**config.mk**
```make
export PLATFORM = sky130hd
export DESIGN_NAME = rgmii_inband_status_decoder
export DESIGN_NICKNAME = d
export VERILOG_FILES = /design/src/rtl/rgmii_inband_status_decoder.sv
export SDC_FILE = /design/constraint.sdc
export NUM_CORES = 1
export LEC_CHECK = 0
export BUFFER_PORTS_ARGS = -buffer_cell sky130_fd_sc_hd__buf_2
export CAP_MARGIN = 25
export CORE_UTILIZATION = 29
export DETAILED_ROUTE_END_ITERATION = 7
export PLACE_DENSITY = 0.56
export SKIP_LAST_GASP = 1
export SLEW_MARGIN = 20
export SYNTH_ARGS = -nofsm -noshare
export SYNTH_HDL_FRONTEND = slang
export SYNTH_SLANG_ARGS = --single-unit
```
**constraint.sdc**
```tcl
create_clock -name rx_mac_aclk -period 2.15 [get_ports rx_mac_aclk]
set_clock_uncertainty 0.05 [all_clocks]
set_input_delay 0.1075 -clock rx_mac_aclk [delete_from_list [all_inputs] [get_ports rx_mac_aclk]]
set_output_delay 0.1075 -clock rx_mac_aclk [all_outputs]
set_load 0.02 [all_outputs]
```
**src/rtl/rgmii_inband_status_decoder.sv**
```systemverilog
// Recovers RGMII in-band link/speed/duplex from inter-frame-gap receive samples,
// filters them over FILTER_CNT identical samples and forces link down on a sample timeout.
module rgmii_inband_status_decoder #(
    parameter int unsigned FILTER_CNT     = 4,
    parameter int unsigned TIMEOUT_CYCLES = 1250000
) (
    input  logic       rx_mac_aclk,
    input  logic       sys_rst,
    input  logic       gmii_rx_dv,
    input  logic       gmii_rx_er,
    input  logic [7:0] gmii_rxd,
    output logic       inband_link_status,
    output logic [1:0] inband_clock_speed,
    output logic       inband_duplex_status,
    output logic       inband_status_valid,
    output logic       inband_status_change
);

    typedef enum logic [1:0] {
        S_INIT,
        S_STABLE,
        S_QUAL
    } state_t;

    localparam logic [3:0]  FILT    = 4'(FILTER_CNT);
    localparam logic [23:0] TO_LAST = 24'(TIMEOUT_CYCLES - 1);
    localparam bit          TO_EN   = (TIMEOUT_CYCLES != 0);

    logic        r_dv;
    logic        r_er;
    logic [7:0]  r_rxd;

    state_t      r_state;
    logic [3:0]  r_cand;
    logic [3:0]  r_count;
    logic [3:0]  r_commit;
    logic        r_valid;
    logic        r_change;
    logic [23:0] r_tcnt;

    logic        w_qual;
    logic        w_valid;
    logic        w_invalid;
    logic [3:0]  w_sample;
    logic        w_match;
    logic [3:0]  w_inc;
    logic        w_toHit;

    state_t      w_stateNext;
    logic [3:0]  w_candNext;
    logic [3:0]  w_countNext;
    logic [3:0]  w_commitNext;
    logic        w_validNext;
    logic        w_changeNext;

    always_ff @(posedge rx_mac_aclk) begin
        r_dv  <= gmii_rx_dv;
        r_er  <= gmii_rx_er;
        r_rxd <= gmii_rxd;
    end

    // Status is packed as {link, speed[1:0], duplex}.
    assign w_qual    = !r_dv && !r_er;
    assign w_valid   = w_qual && (r_rxd[3:0] == r_rxd[7:4]) && (r_rxd[2:1] != 2'b11);
    assign w_invalid = w_qual && !w_valid;
    assign w_sample  = {r_rxd[0], r_rxd[2:1], r_rxd[3]};
    assign w_match   = (r_count != 4'd0) && (w_sample == r_cand);
    assign w_inc     = r_count + 4'd1;
    assign w_toHit   = TO_EN && !w_valid && (r_tcnt == TO_LAST);

    always_comb begin
        w_stateNext  = r_state;
        w_candNext   = r_cand;
        w_countNext  = r_count;
        w_commitNext = r_commit;
        w_validNext  = r_valid;
        w_changeNext = 1'b0;

        if (w_valid) begin
            if (r_state != S_INIT && w_sample == r_commit) begin
                w_countNext = 4'd0;
                w_stateNext = S_STABLE;
            end else begin
                if (r_state != S_STABLE && w_match) begin
                    w_countNext = w_inc;
                end else begin
                    w_candNext  = w_sample;
                    w_countNext = 4'd1;
                end
                // A commit only ever happens with a value differing from the committed one,
                // except the first one out of S_INIT, which must pulse regardless.
                if (w_countNext == FILT) begin
                    w_commitNext = w_sample;
                    w_changeNext = 1'b1;
                    w_validNext  = 1'b1;
                    w_countNext  = 4'd0;
                    w_stateNext  = S_STABLE;
                end else if (r_state != S_INIT) begin
                    w_stateNext = S_QUAL;
                end
            end
        end else if (w_toHit) begin
            w_commitNext[3] = 1'b0;
            w_changeNext    = r_commit[3];
            w_validNext     = 1'b1;
            w_countNext     = 4'd0;
            w_stateNext     = S_STABLE;
        end else if (w_invalid) begin
            w_countNext = 4'd0;
        end
    end

    always_ff @(posedge rx_mac_aclk) begin
        if (sys_rst) begin
            r_state  <= S_INIT;
            r_cand   <= 4'd0;
            r_count  <= 4'd0;
            r_commit <= 4'd0;
            r_valid  <= 1'b0;
            r_change <= 1'b0;
        end else begin
            r_state  <= w_stateNext;
            r_cand   <= w_candNext;
            r_count  <= w_countNext;
            r_commit <= w_commitNext;
            r_valid  <= w_validNext;
            r_change <= w_changeNext;
        end
    end

    // Saturating counter: once past the threshold it can never match again until a valid sample.
    always_ff @(posedge rx_mac_aclk) begin
        if (sys_rst || w_valid) begin
            r_tcnt <= 24'd0;
        end else if (r_tcnt != 24'hFF_FFFF) begin
            r_tcnt <= r_tcnt + 24'd1;
        end
    end

    assign inband_link_status   = r_commit[3];
    assign inband_clock_speed   = r_commit[2:1];
    assign inband_duplex_status = r_commit[0];
    assign inband_status_valid  = r_valid;
    assign inband_status_change = r_change;

endmodule

```
==> flow_summary.toml <==
[floorplan]
io_pins = 18
row_count = 31
core_area_um2 = 7410
die_x_um = 90.4
initial_core_util = 0.306
dieArea_um2 = 8180
die_h_um = 90.4

[global_route]
grt_pass1_vias = 1646
antenna_found_initial = 0
grt_max_degree = 25
grt_use_total = 0.110
grt_pass1_wl_mm = 7.47
grt-ovfl-total = 0

[sta]
postLayoutSetupSlackWorst_ns = 0.0807
max_slew.worst_pin.slew_ns = 0.476
rsz0062_at_grt = "true"
slew_headroom = 0.678
period_needed_ns = 2.07
max_freq_ghz = 0.483
setup_violations = 0
hold_viol_final = 0
slew_violations = 0
post-route-period-util = 0.962

[outcome]
status = "completed"

[clock_tree]
numCtsBuffers = 5
clkTransAtPathRegs_ns = 0.10
clockBufferDepth = 2
clock-sinks = 50
htree_levels = 2
cts_setup_buffers = 0
cts_tree = "yes"
root_buffer = "clkbuf_8"
insertion_delay_ns = 0.30

[yosys]
ys_warn_count = 0
syn_nets = 264
synth-seq-cells = 50
avgSynthCellArea_um2 = 9.11
synth_top_area_cell = "dfxtp_1"
synth_seq_area_share = 0.442
syn_inst = 249
synth_ff_type = "dfxtp_1"
ys_top_cells_by_area = "dfxtp_1, nor2_1, xor2_1"
synth.top_cell.area_share = 0.442
async_flop_share = 0
synth_edf_count = 0
synthesis.area_um2 = 2270
synthDistinctLibCells = 44

[worst_setup_path]
endpoint_kind = "register"
path_max_fanout = 5
worstSetupStartpointType = "register"
required_ns = 2.36
arrival_ns = 2.28
critical_path_class = "reg2reg"

[run]
cap_viol_max_count = 0

[layout]
final_core_util = 0.370
drive_above_1_share = 0.168
area_growth_pct = 20.8
fin_nets = 300
antenna_cells = 0

[hold_path]
hold_class = "in2reg"

[route]
routed_wl_mm = 4.40
firstDrtPassIters = 4
routedWlPerCell_um = 11.4
via_count = 1822
drc = 0
antenna_left = 0
viasPerCell = 4.73
drtIter0Drc = 73

[placed_design]
place_ws_ns = 0.0149
dpl.hpwl_mm = 3.14
gp_congestion = 0.757
io_buffers = 17

[power]
cellPowerDensity_nw_per_um2 = 589
ir_drop_mv = 0.330
finalPower_mw = 1.61
leakagePower_nw = 1.09
## cell families after synthesis
logic type | synth area share
adders and majority gates | 0.0166
AOI/OAI and AO/OA | 0.0977
and+or+nand+nor | 0.268
DFF | 0.442
muxes | 0.0309
buffers and inverters | 0.0298
xor gates and xnor gates | 0.116
## critical path, stage by stage, from the launching register on
cell and delay [ns]:
dfxtp_1 0.40, and2b_1 0.20, a2111o_1 0.38, a2111oi_4 0.35, nand3_1 0.22, o311ai_0 0.19
o211a_1 0.22
## placed cells by master (no fill, tap or decap), types with 8 or more instances in the layout
master and count:
dfxtp_1 50, nor2_1 39, buf_2 17, xor2_1 16, nand3_1 16, nand2_1 15
xnor2_1 14, a21oi_1 10, dlygate4sd3_1 10, buf_4 9, nor3_1 8
## stage by stage
stage	std cells	area, um2	hold WS [ns]	setup TNS, ns
floorplan	249	2270	0.0852	0
global placement	367	2520	0.159	0
detailed placement	367	2520	0.161	0
CTS	385	2720	0.0949	0
global route	385	2740	0.102	-0.0124
finish	385	2740	0.107	0
## what timing repair did
action | 4_1_cts | 5_1_grt
pin swaps | 0 | 2
gates resized for setup | 1 | 3
endpoints found under the hold margin | 10 | 0
gates cloned | 0 | 0
hold buffers | 10 | 0
setup endpoints to repair | 4 | 13
## cell type report
class                           count  area [um2]
Clock buffer                        5        68.8
Clock inverter                      3        26.3
Sequential cell                    50        1000
Timing Repair Buffer               37         273
Multi-Input combinational cell    184        1220
Tap cell                           99         124
Fill cell                         745        4670
Inverter                            7        26.3
## synthesized netlist by cell type, types with 6 or more instances
cell type / number
dfxtp_1: 50
nor2_1: 39
nand3_1: 16
xor2_1: 16
nand2_1: 15
xnor2_1: 14
a21oi_1: 10
nor3_1: 8
inv_1: 7
mux2i_1: 7
nand4_1: 6
nor4b_1: 6
o21ai_0: 6
## where the power goes
part | switching, mW | total, mW | internal (mW)
clock network | 0.332 | 0.572 | 0.240
logic | 0.0402 | 0.0866 | 0.0464
registers | 0.0123 | 0.954 | 0.942
total | 0.384 | 1.61 | 1.23
## worst paths after layout
kind,startpoint,depth (start not counted),endpoint,slack (ns)
setup / recovery,r_state[1]$_SDFFE_PP0P_,6,r_state[0]$_SDFFE_PP0P_,0.08
hold / removal,sys_rst,2,r_count[1]$_SDFFE_PP0P_,0.11
setup reg to reg,r_state[1]$_SDFFE_PP0P_,6,r_state[0]$_SDFFE_PP0P_,0.08
hold reg to reg,r_tcnt[1]$_SDFFE_PP0P_,2,r_tcnt[1]$_SDFFE_PP0P_,0.43
## per-layer routing
| metal | vias to the layer above | global-route usage | part of all wire |
|---|---|---|---|
| met5 | - | 0 | 0 |
| met4 | 0 | 0.0417 | 0.015 |
| met3 | 7 | 0.0210 | 0.028 |
| met2 | 34 | 0.174 | 0.43 |
| met1 | 838 | 0.148 | 0.52 |
| li1 | 943 | - | - |
## state kept, by name (all words and copies together), names as in the netlist
name	flops
r_count	4
r_er	1
r_rxd	8
r_state	2
r_tcnt	24
r_dv	1
r_cand	4
r_commit	4
inband_status_valid	1
inband_status_change	1
(Power assumes the default switching activity.)
